==> config.mk <==
export PLATFORM = sky130hd
export DESIGN_NAME = serial_adder_ctrl_flat
export DESIGN_NICKNAME = d
export VERILOG_FILES = /design/src/rtl/serial_adder_ctrl_if.sv /design/src/rtl/serial_adder_ctrl.sv /design/src/flat_wrapper.sv
export SDC_FILE = /design/constraint.sdc
export NUM_CORES = 1
export LEC_CHECK = 0
export ABC_AREA = 0
export BUFFER_PORTS_ARGS = -buffer_cell sky130_fd_sc_hd__buf_2
export CORE_MARGIN = 5
export CORE_UTILIZATION = 41
export DETAILED_ROUTE_END_ITERATION = 7
export GPL_TIMING_DRIVEN = 0
export HOLD_SLACK_MARGIN = 0.06
export SYNTH_ARGS = -nofsm -noshare
export SYNTH_HDL_FRONTEND = slang
export SYNTH_SLANG_ARGS = --single-unit
==> constraint.sdc <==
create_clock -name clk -period 1.55 [get_ports clk]
set_input_delay 0.0775 -clock clk [delete_from_list [all_inputs] [get_ports clk]]
set_output_delay 0.0775 -clock clk [all_outputs]
set_load 0.005 [all_outputs]
==> src/rtl/serial_adder_ctrl_if.sv <==
// Handshake and result bundle for the bit-serial adder.
// Master drives the request side, slave returns status and result.
interface serial_adder_ctrl_if #(
    parameter int WIDTH = 8
);
    logic             start;
    logic [WIDTH-1:0] a;
    logic [WIDTH-1:0] b;
    logic             cin;
    logic             busy;
    logic             done;
    logic [WIDTH-1:0] sum;
    logic             cout;

    modport master (
        output start, a, b, cin,
        input  busy, done, sum, cout
    );

    modport slave (
        input  start, a, b, cin,
        output busy, done, sum, cout
    );
endinterface

==> src/rtl/serial_adder_ctrl.sv <==
// Bit-serial adder: one full adder reused WIDTH times, LSB first.
// Result and carry-out are latched on the last RUN edge.
module Full_Adder (
    input  logic A,
    input  logic B,
    input  logic Cin,
    output logic Sum,
    output logic Carry
);
    assign Sum   = A ^ B ^ Cin;
    assign Carry = (A & B) | (Cin & (A ^ B));
endmodule

module serial_adder_ctrl #(
    parameter int WIDTH = 8
) (
    input  logic                 clk,
    input  logic                 rst_n,
    serial_adder_ctrl_if.slave   bus
);
    localparam int CNT_W = $clog2(WIDTH);
    localparam logic [CNT_W-1:0] LAST = CNT_W'(WIDTH - 1);

    typedef enum logic [1:0] {
        IDLE,
        RUN,
        DONE
    } state_t;

    state_t           state;
    state_t           state_nx;
    logic [WIDTH-1:0] a_sh;
    logic [WIDTH-1:0] b_sh;
    logic [WIDTH-1:0] sum_sh;
    logic [WIDTH-1:0] sum_q;
    logic [WIDTH-1:0] sum_nx;
    logic [CNT_W-1:0] cnt;
    logic             carry;
    logic             cout_q;
    logic             fa_s;
    logic             fa_c;
    logic             last;
    logic             accept;

    Full_Adder u_fa (
        .A     (a_sh[0]),
        .B     (b_sh[0]),
        .Cin   (carry),
        .Sum   (fa_s),
        .Carry (fa_c)
    );

    assign last   = (cnt == LAST);
    assign accept = (state == IDLE) && bus.start;
    assign sum_nx = {fa_s, sum_sh[WIDTH-1:1]};

    // State register
    always_ff @(posedge clk or negedge rst_n) begin
        if (!rst_n) begin
            state <= IDLE;
        end else begin
            state <= state_nx;
        end
    end

    // Next-state: DONE always falls back to IDLE, start ignored elsewhere
    always_comb begin
        state_nx = state;
        unique case (state)
            IDLE:    if (bus.start) state_nx = RUN;
            RUN:     if (last) state_nx = DONE;
            DONE:    state_nx = IDLE;
            default: state_nx = IDLE;
        endcase
    end

    // Operand capture, serial shifting and result latch
    always_ff @(posedge clk or negedge rst_n) begin
        if (!rst_n) begin
            a_sh   <= '0;
            b_sh   <= '0;
            sum_sh <= '0;
            carry  <= 1'b0;
            cnt    <= '0;
            sum_q  <= '0;
            cout_q <= 1'b0;
        end else if (accept) begin
            a_sh   <= bus.a;
            b_sh   <= bus.b;
            carry  <= bus.cin;
            cnt    <= '0;
            sum_sh <= '0;
        end else if (state == RUN) begin
            a_sh   <= a_sh >> 1;
            b_sh   <= b_sh >> 1;
            sum_sh <= sum_nx;
            carry  <= fa_c;
            cnt    <= cnt + CNT_W'(1);
            if (last) begin
                sum_q  <= sum_nx;
                cout_q <= fa_c;
            end
        end
    end

    assign bus.busy = (state != IDLE);
    assign bus.done = (state == DONE);
    assign bus.sum  = sum_q;
    assign bus.cout = cout_q;
endmodule

==> src/flat_wrapper.sv <==
// flat-port wrapper written by rule: the top's interface ports become plain ports
module serial_adder_ctrl_flat 
#(
    parameter int WIDTH = 8
)
  (clk, rst_n, bus_start, bus_a, bus_b, bus_cin, bus_busy, bus_done, bus_sum, bus_cout);
  serial_adder_ctrl_if #(.WIDTH(WIDTH)) bus_i ();
  input  logic clk;
  input  logic rst_n;
  input wire logic [$bits(bus_i.start)-1:0] bus_start;
  input wire logic [$bits(bus_i.a)-1:0] bus_a;
  input wire logic [$bits(bus_i.b)-1:0] bus_b;
  input wire logic [$bits(bus_i.cin)-1:0] bus_cin;
  output wire logic [$bits(bus_i.busy)-1:0] bus_busy;
  output wire logic [$bits(bus_i.done)-1:0] bus_done;
  output wire logic [$bits(bus_i.sum)-1:0] bus_sum;
  output wire logic [$bits(bus_i.cout)-1:0] bus_cout;
  assign bus_i.start = bus_start;
  assign bus_i.a = bus_a;
  assign bus_i.b = bus_b;
  assign bus_i.cin = bus_cin;
  assign bus_busy = bus_i.busy;
  assign bus_done = bus_i.done;
  assign bus_sum = bus_i.sum;
  assign bus_cout = bus_i.cout;
  serial_adder_ctrl #(.WIDTH(WIDTH)) u_core (.clk(clk), .rst_n(rst_n), .bus(bus_i));
endmodule
Word level (Yosys, flattened, before mapping)
Index checks and enable logic that the tools add are counted. W data, S select, Z words.

Bits in registers: 39. Input port bits: 20. Output and inout bits: 11. Logic and storage cells: 39.

$add $sub $neg: 1. Equal/unequal tests: 5. Muxes and demuxes: 13. Bitwise gates (word level): 6. Reduce and logical (&&, ||, !) cells: 6.

Operator list (number): $mux W8 (6); $mux W3 (2); $mux W2 (2); $pmux W2 S2 (1); $reduce_bool A2 Y1 (2); $add A3 B1 Y3 const B (1); $eq A3 B3 Y1 const B (1); $reduce_and A3 Y1 (1); $and A1 B1 Y1 (2); $eq A2 B1 Y1 const B (1); $eq A2 B2 Y1 const B (1); $logic_not A2 Y1 (1); $mux W1 (2); $ne A2 B1 Y1 const B (1); $ne A2 B2 Y1 const B (1); $reduce_and A2 Y1 (1); $xor A1 B1 Y1 (2); $logic_and A1 B1 Y1 (1); $not A1 Y1 (1); $or A1 B1 Y1 (1).

Logic depth before layout (Yosys ltp)
Gate-level depths: netlist of run 1.

Depth after elaboration: 5. Depth in mapped cells: 5. Mapped depth without buffers: 4.

Hierarchy
Synthesis of run 1 repeated with hierarchy kept, for this count alone.

Cells, all modules: 120. Area total of the unflattened synthesis: 1711.6 um^2.

By module, submodules not included: serial_adder_ctrl (instances 1, cells each 119, area an instance 1691.6 um^2, sequential area each 950.9 um^2); Full_Adder (instances 1, cells each 1, area an instance 20.0 um^2, sequential area each 0.0 um^2).

Worst setup path after synthesis of run 1
OpenSTA, ideal clock, no wires.

Path type: reg2reg. From: register u_core.cnt[0]. To: register u_core.cout_q, in the netlist u_core.bus.cout. Library setup time: 0.125 ns. Data arrival time: 1.240 ns. Required time: 1.425 ns. Path slack: 0.185 ns. Cell stages (with the launch flop): 5. Path buffers: 0. Clock period less this slack: 1.365 ns. Cell sequence: dfrtp_1 -> ha_1 -> ha_1 -> nand2_8 -> mux2_2.

Longest elaborated chain between the ends: 2.

Ends and longest elaborated chain: from (decl) (line serial_adder_ctrl.sv:37) `logic [CNT_W-1:0] cnt;`; from (signal assigned) (line serial_adder_ctrl.sv:98) `cnt <= cnt + CNT_W'(1);`; $eq A3 B3 Y1 (line serial_adder_ctrl.sv:53) `assign last = (cnt == LAST);`; $reduce_and A3 Y1 (no line); to (signal assigned) (line serial_adder_ctrl.sv:86) `cout_q <= 1'b0;`; to (signal assigned) (line serial_adder_ctrl.sv:101) `cout_q <= fa_c;`; to (decl) (line serial_adder_ctrl.sv:39) `logic cout_q;`.

Every way passes these cells. A chain may end at the register's enable or synchronous reset.

Final worst setup path of run 1
Ends and elaborated chain as after synthesis.

==> impl_summary.md, run 1 <==
Placement
Port buffering added 30 buffers. The sum of net half-perimeters after detailed placement is 2.47 mm. In this run, placement finished with an instance count of 204. The routability congestion estimate from global placement is 0.800.

Synth
Synthesis produced 126 cells. The post-synthesis area per instance is 12.9 µm². The post-synthesis cell type count is 26. The sequential share of the synthesized area is 58.6%. The prevailing post-synth register cell is sky130_fd_sc_hd__dfrtp_1.

Of all flip-flops after synthesis, the portion carrying an async set or reset was 100%. Yosys mapped a number of flops with a built-in enable equal to 0. The area of the mapped netlist is 1620 µm². The post-synthesis net count is 149.

After synthesis the netlist holds a flip-flop and latch count of 38. For this run, the number of Yosys warnings is 0.

Die
The floorplan die height is 72.9 µm. The die covers 5320 µm². The total area inside the core boundary comes to 3740 µm². Once the floorplan was initialized, standard cells occupied 43.4% of the core. The number of placement rows is 22. During I/O placement, the number of pins put on the boundary was 31.

The die is 72.9 µm wide.

Hold path
The path class of the tightest hold or removal check is input port to register.

Worst setup path
The element type at the critical path start is a register. The critical path in this run is classified as register to register. STA puts the critical path data required time at 1720 ps. Data arrives at the worst endpoint at 1620 ps. The maximum fanout encountered on the critical timing path is 10. The category of the worst setup path capture point is a register.

Cells and area
Leaving out fill and tap cells, the most frequent cell in the layout is sky130_fd_sc_hd__dfrtp_1. For this run, the number of standard cells in the final layout without fillers is 215. From synthesis to final layout, the design area changed by 20.6%. Cells with a size suffix above 1 make up 34.7% of the layout.

Leaving out fill and tap cells, the most frequent cells in the layout are sky130_fd_sc_hd__dfrtp_1, sky130_fd_sc_hd__buf_2, sky130_fd_sc_hd__o22ai_1. The repair_antennas step left the layout with diodes totalling 0. The net count reported at finish is 189.

Power and ir drop
In this run the power density over the cells is 2000 nW/µm². VDD sags by at most 1090 µV. The completed layout was analyzed and its total power is 3.91 mW.

The reported leakage power is 0.933 nW.

GRT
The largest net degree at the start of global routing is 39. The initial antenna violation count is 0. The overall routing resource usage is 15.0%.

The global-route wire length before repair is 6.06 mm. The via count of the first global-routing pass is 1,304. The overflow left after global routing is 0.

Detailed routing
The first-pass detailed-route iteration total is 4. Once detail routing completed, the nets flagged for antenna violations numbered 0. The routed via count divided by cell count is 5.54. The post-route DRC violation count is 0. Wires add up to 3.43 mm. The total via count in the routed design is 1,191. After detailed routing, the average wire length per cell comes to 15.9 µm. For this block, the initial DRC count from the detailed router was 64.

Timing
The number of failing hold endpoints at the final stage is 0. The final critical-path share of the clock period is 93.4%. The number of setup violations in the final report is 0. The worst slew slack as a fraction of its limit is 45.3%. The achievable frequency is 0.691 GHz. Setup repair after global routing left no endpoint under its margin. The final period demand of the worst path is 1450 ps.

Clock skew on the completed layout was measured at 6.80 ps. Setup total negative slack on the finished layout was measured at 0 ps. The final number of max-transition violations is 0. At the pin with the least slew margin, the transition time is 821 ps.

Clock tree
The tree built by TritonCTS fans out to 38 sinks. The clock-pin slew on the worst setup and hold paths is 70 ps. The TritonCTS buffer count is 5.

The maximum clock insertion buffer count is 2. The H-tree was split into 2 levels. The post-CTS repair timing setup buffer count is 0. The CTS tree is done. The root buffer cell is sky130_fd_sc_hd__clkbuf_8. The clock insertion delay at the later pin of the skew report is 290 ps.

Run
Across the run, the number of max-cap violations was 0.

Outcome
The run finished with clean final reports.
[Yosys cell counts (2+ instances only)]
master                      number  share of area, %
sky130_fd_sc_hd__o22ai_1        21               8.1
sky130_fd_sc_hd__a21oi_1         8               2.5
sky130_fd_sc_hd__mux2_4          2               1.8
sky130_fd_sc_hd__ha_1            2               1.5
sky130_fd_sc_hd__a22o_1          9               4.9
sky130_fd_sc_hd__dfrtp_1        38                59
sky130_fd_sc_hd__nand2b_1        2              0.77
sky130_fd_sc_hd__o21ai_0         3              0.92
sky130_fd_sc_hd__nor2_1          3              0.69
sky130_fd_sc_hd__buf_2           6               1.8
sky130_fd_sc_hd__buf_6           2               1.4
sky130_fd_sc_hd__a2bb2oi_1       7               3.8
sky130_fd_sc_hd__inv_1           3              0.69
sky130_fd_sc_hd__mux2_2          7               4.9
sky130_fd_sc_hd__nand2_1         2              0.46
[final timing paths]
path | start | to | slack [ps] | cells after the start
min in group asynchronous | rst_n | u_core.b_sh[2] | 430 | 2
setup / recovery | u_core.cnt[0] | u_core.bus.cout | 100 | 4
hold / removal | bus_a[4] | u_core.a_sh[4] | 100 | 3
max in group asynchronous | rst_n | u_core.state[1] | 560 | 2
hold reg to reg | u_core.sum_sh[1] | u_core.sum_sh[1] | 500 | 1
setup reg to reg | u_core.cnt[0] | u_core.bus.cout | 100 | 4
[flip-flops by register name, indices dropped and copies added (netlist names)]
name	count
u_core.state	2
u_core.a_sh	8
u_core.sum_sh	7
u_core.cnt	3
u_core.b_sh	8
u_core.bus.sum	8
u_core.carry	1
u_core.bus.cout	1
[report_power, final]
group	total, mW	switching, mW	internal [mW]
clock	0.684	0.326	0.358
sequential	1.74	0.295	1.44
combinational	1.49	0.674	0.815
total	3.91	1.30	2.62
[cell families after synthesis]
| kind of cell | Yosys count | synth area share [%] |
|---|---|---|
| compound gates | 51 | 21.9 |
| simple gates | 13 | 5.93 |
| mux | 9 | 6.70 |
| buf+inv | 12 | 4.16 |
| flops | 38 | 58.6 |
| fa+ha+maj | 3 | 2.77 |
[cell type report]
type	instances	area, µm²
Buffer	9	58.8
Clock buffer	7	86.3
Clock inverter	1	5.00
Fill cell	335	1780
Inverter	3	11.3
Multi-Input combinational cell	76	606
Sequential cell	38	952
Tap cell	48	60.1
Timing Repair Buffer	33	180
[repair_timing]
| item | CTS | global route |
|---|---|---|
| hold buffers | 3 | 0 |
| setup endpoints to repair | 0 | 1 |
| gates resized for setup | 0 | 2 |
| hold endpoints to repair | 40 | 0 |
[worst max-delay path, cell delays in order (launching register included)]
cell and delay [ps]:
sky130_fd_sc_hd__dfrtp_1 400, sky130_fd_sc_hd__ha_1 200, sky130_fd_sc_hd__ha_1 260, sky130_fd_sc_hd__nand2_8 140, sky130_fd_sc_hd__mux2_2 340
[stage by stage]
stage	utilization, %	setup WS, ps	instance area (µm²)	hold WS, ps
2_1_floorplan	-	185	1620	-218
3_3_place_gp	49.0	124	1830	211
3_5_place_dp	49.0	98.8	1830	226
4_1_cts	52.2	56.4	1960	95.9
5_1_grt	52.3	10.7	1960	115
6_report	52.3	102	1960	95.9
[routing by layer]
metal  routed length (µm)  global-route usage [%]  part of all wire, %  vias to the layer above
li1                     -                       -                    -                      561
met1                 1530                    20.2                   45                      586
met2                 1670                    22.3                   49                       35
met3                  145                    3.31                  4.2                        9
met4                   80                    8.40                  2.3                        0
met5                    0                       0                    0                        -
No activity file was read; power rests on OpenSTA's default activity.
==> run 2, diff against run 1 <==
==> constraint.sdc (replaced) <==
create_clock -name clk -period 1.3 [get_ports clk]
set_input_delay 0.065 -clock clk [delete_from_list [all_inputs] [get_ports clk]]
set_output_delay 0.065 -clock clk [all_outputs]
set_load 0.005 [all_outputs]
==> impl_summary.md, run 2 (same netlist as run 1, synthesis figures left out) <==
Clock tree
The later pin in the worst-skew pair is clocked with a latency of 300 ps. Clock tree synthesis found a total of 38 sinks. The maximum clock insertion buffer count is 2. The CTS tree is done. The TritonCTS buffer count is 5. Clock-pin slew was measured on the worst setup and hold paths at 70 ps.

CTS placed an instance of sky130_fd_sc_hd__clkbuf_8 at the clock tree root. The H-tree generated during clock tree synthesis spans 2 levels.

GRT
The via count of the first global-routing pass is 1,240. Entering global routing, the biggest net connects 39 pins. The initial antenna violation count is 0. The global-route wire length before repair is 5.83 mm. The overflow left after global routing is 0.

The overall routing resource usage is 14.4%.

Timing
The transition at the pin with the smallest max-transition slack is 812 ps. Setup repair after global routing could not meet its margin everywhere. The post-route worst setup slack is -47.7 ps. Derived from the worst setup path, the maximum achievable clock frequency is 0.742 GHz. The final period demand of the worst path is 1350 ps.

Setup violations remaining at the end of the flow were counted as 6. The number of failing hold endpoints at the final stage came to 0. In the finished design, the share of the clock period the worst path needs comes to 104%. The final number of max-transition violations is 0.

The hold slack is 67.6 ps. The setup skew after layout is 5.79 ps. The final sum of negative setup slack is -104 ps. The worst slew slack as a fraction of its limit is 45.8%.

Worst setup path
Of all nets on the critical path, the largest fanout is 10. The endpoint required time on the critical path is 1480 ps. The data arrival time of the critical path is 1530 ps. The worst reg2reg path startpoint is u_core.state[0]. The worst setup path is captured at a register. The startpoint of the worst setup timing path is u_core.state[0]. STA classifies the critical path startpoint as a register. The critical path class is register to register.

Detailed routing
The wire length after detailed routing is 3.64 mm. For this block, wires on met1 add up to 1.57 mm. The routed via count divided by cell count is 5.36. The first-pass detailed-route iteration total is 4.

The total via count in the routed design is 1,227. The highest metal layer with signal wires is met4. The detailed-route wire length per cell is 15.9 µm.

The length of routed met3 wiring is 200 µm. Detailed routing placed a total of 1.77 mm of wire on met2. For this run, design rule violations remaining after detail routing come to 0. The detailed router's first-iteration violation count is 79. In this run the remaining antenna-violating nets after routing total 0.

Power and ir drop
The clock network burns 21.7% of the power. The portion of total power attributed to combinational logic is 41.3%. The areal power density over the cells is 2540 nW/µm². For this design the total switching power over the nets is 1.75 mW. Of the total power, registers draw 37.0%.

Cell internal power was estimated by the tool at 3.92 mW. VDD sags by at most 1060 µV. The switching part of the total is 30.8%. The reported leakage power is 1.07 nW.

Die
The floorplan step set the die height to 72.9 µm. The overall die width is 72.9 µm. For this design the top-level I/O count stands at 31. The floorplan step defined a core boundary enclosing 3740 µm². The number of placement rows is 22. The floorplan die area is 5320 µm².

For this configuration, the core starts out at a cell density of 43.4%.

Placement
The sum of net half-perimeters after detailed placement is 2.34 mm. The worst slack at placement is -57.0 ps. Buffers placed on the I/O ports in this run total 30. At the end of routability-driven placement, the weighted congestion stood at 0.796.

Cells and area
The library cells used most frequently in the layout, excluding fill and tap cells, are sky130_fd_sc_hd__dfrtp_1, sky130_fd_sc_hd__buf_2, sky130_fd_sc_hd__o22ai_1. The area added between synthesis and finish is 37.4%. Leaving out fill and tap cells, the most frequent cell in the layout is sky130_fd_sc_hd__dfrtp_1. The number of inserted diodes is 0.

The net count reported at finish is 203. The share of final-layout standard cells stronger than drive strength 1 is 45.3%.

Hold path
The class of the tightest hold or removal check is input port to register. The startpoint identified for the worst hold timing path is bus_a[0].

Outcome
The flow ran to the end, but the final reports show violations. The final reports fail on negative setup slack.

Run
Across the run, the number of max-cap violations was 0.
run 2: cell types whose count changed in the layout (fill, tap and decap cells not counted), moves of 3 or more:
cell / previous run / this run
sky130_fd_sc_hd__buf_4: 0 / 12
sky130_fd_sc_hd__buf_6: 2 / 5
sky130_fd_sc_hd__mux2_2: 7 / 0
sky130_fd_sc_hd__mux2_4: 2 / 9
sky130_fd_sc_hd__o22ai_1: 21 / 18
sky130_fd_sc_hd__o22ai_2: 0 / 3
run 2: critical path: stages, from the launching register on:
cell and delay (ps):
sky130_fd_sc_hd__dfrtp_1 380, sky130_fd_sc_hd__buf_6 140, sky130_fd_sc_hd__or2_4 240, sky130_fd_sc_hd__or3b_1 350
sky130_fd_sc_hd__o221a_1 130
run 2: repair_timing:
action	4_1_cts	5_1_grt
pin swaps	3	3
resized for setup	12	16
hold buffers	3	0
hold endpoints to repair	40	0
buffers inserted	9	5
cloned	1	1
endpoints found under the setup margin	11	27
run 2: path summary, 6_finish.rpt:
path                                      to  slack, ps  cells after the start
setup / recovery              u_core.a_sh[2]        -50                      4
hold / removal                u_core.a_sh[0]         70                      3
setup reg to reg              u_core.a_sh[2]        -50                      4
hold reg to reg            u_core.bus.sum[3]        510                      1
max in group asynchronous    u_core.state[1]        330                      2
min in group asynchronous     u_core.b_sh[6]        400                      2
run 2: power by group through the flow:
stage / registers, mW / clock network [mW] / logic [mW]
2_1_floorplan: 2.03 / 0 / 1.33
3_3_place_gp: 2.08 / 0 / 1.72
3_5_place_dp: 2.10 / 0 / 1.79
4_1_cts: 2.09 / 1.24 / 2.14
5_1_grt: 2.15 / 1.30 / 2.57
6_report: 2.09 / 1.23 / 2.34
run 2: area by class of cell:
class / instances / area, µm²
tap: 48 / 60.1
fill: 311 / 1510
inverter: 3 / 11.3
timing repair buffer: 48 / 307
clock inverter: 2 / 60.1
clock buffer: 6 / 82.6
sequential: 38 / 952
buffer: 7 / 60.1
multi-input combinational: 77 / 699
run 2: per-stage QoR:
step	power [mW]	instance area, µm²	std cells	util [%]
after floorplan	3.35	1640	126	-
after global placement	3.80	1850	204	49.4
after detailed placement	3.90	1850	204	49.4
after CTS	5.47	2140	224	57.3
after global routing	6.02	2230	229	59.6
final	5.67	2230	229	59.6
run 2: routing by layer:
metal | vias up | track usage, %
li1 | 589 | -
met1 | 598 | 18.8
met2 | 30 | 22.2
met3 | 10 | 3.72
met4 | 0 | 6.97
met5 | - | 0
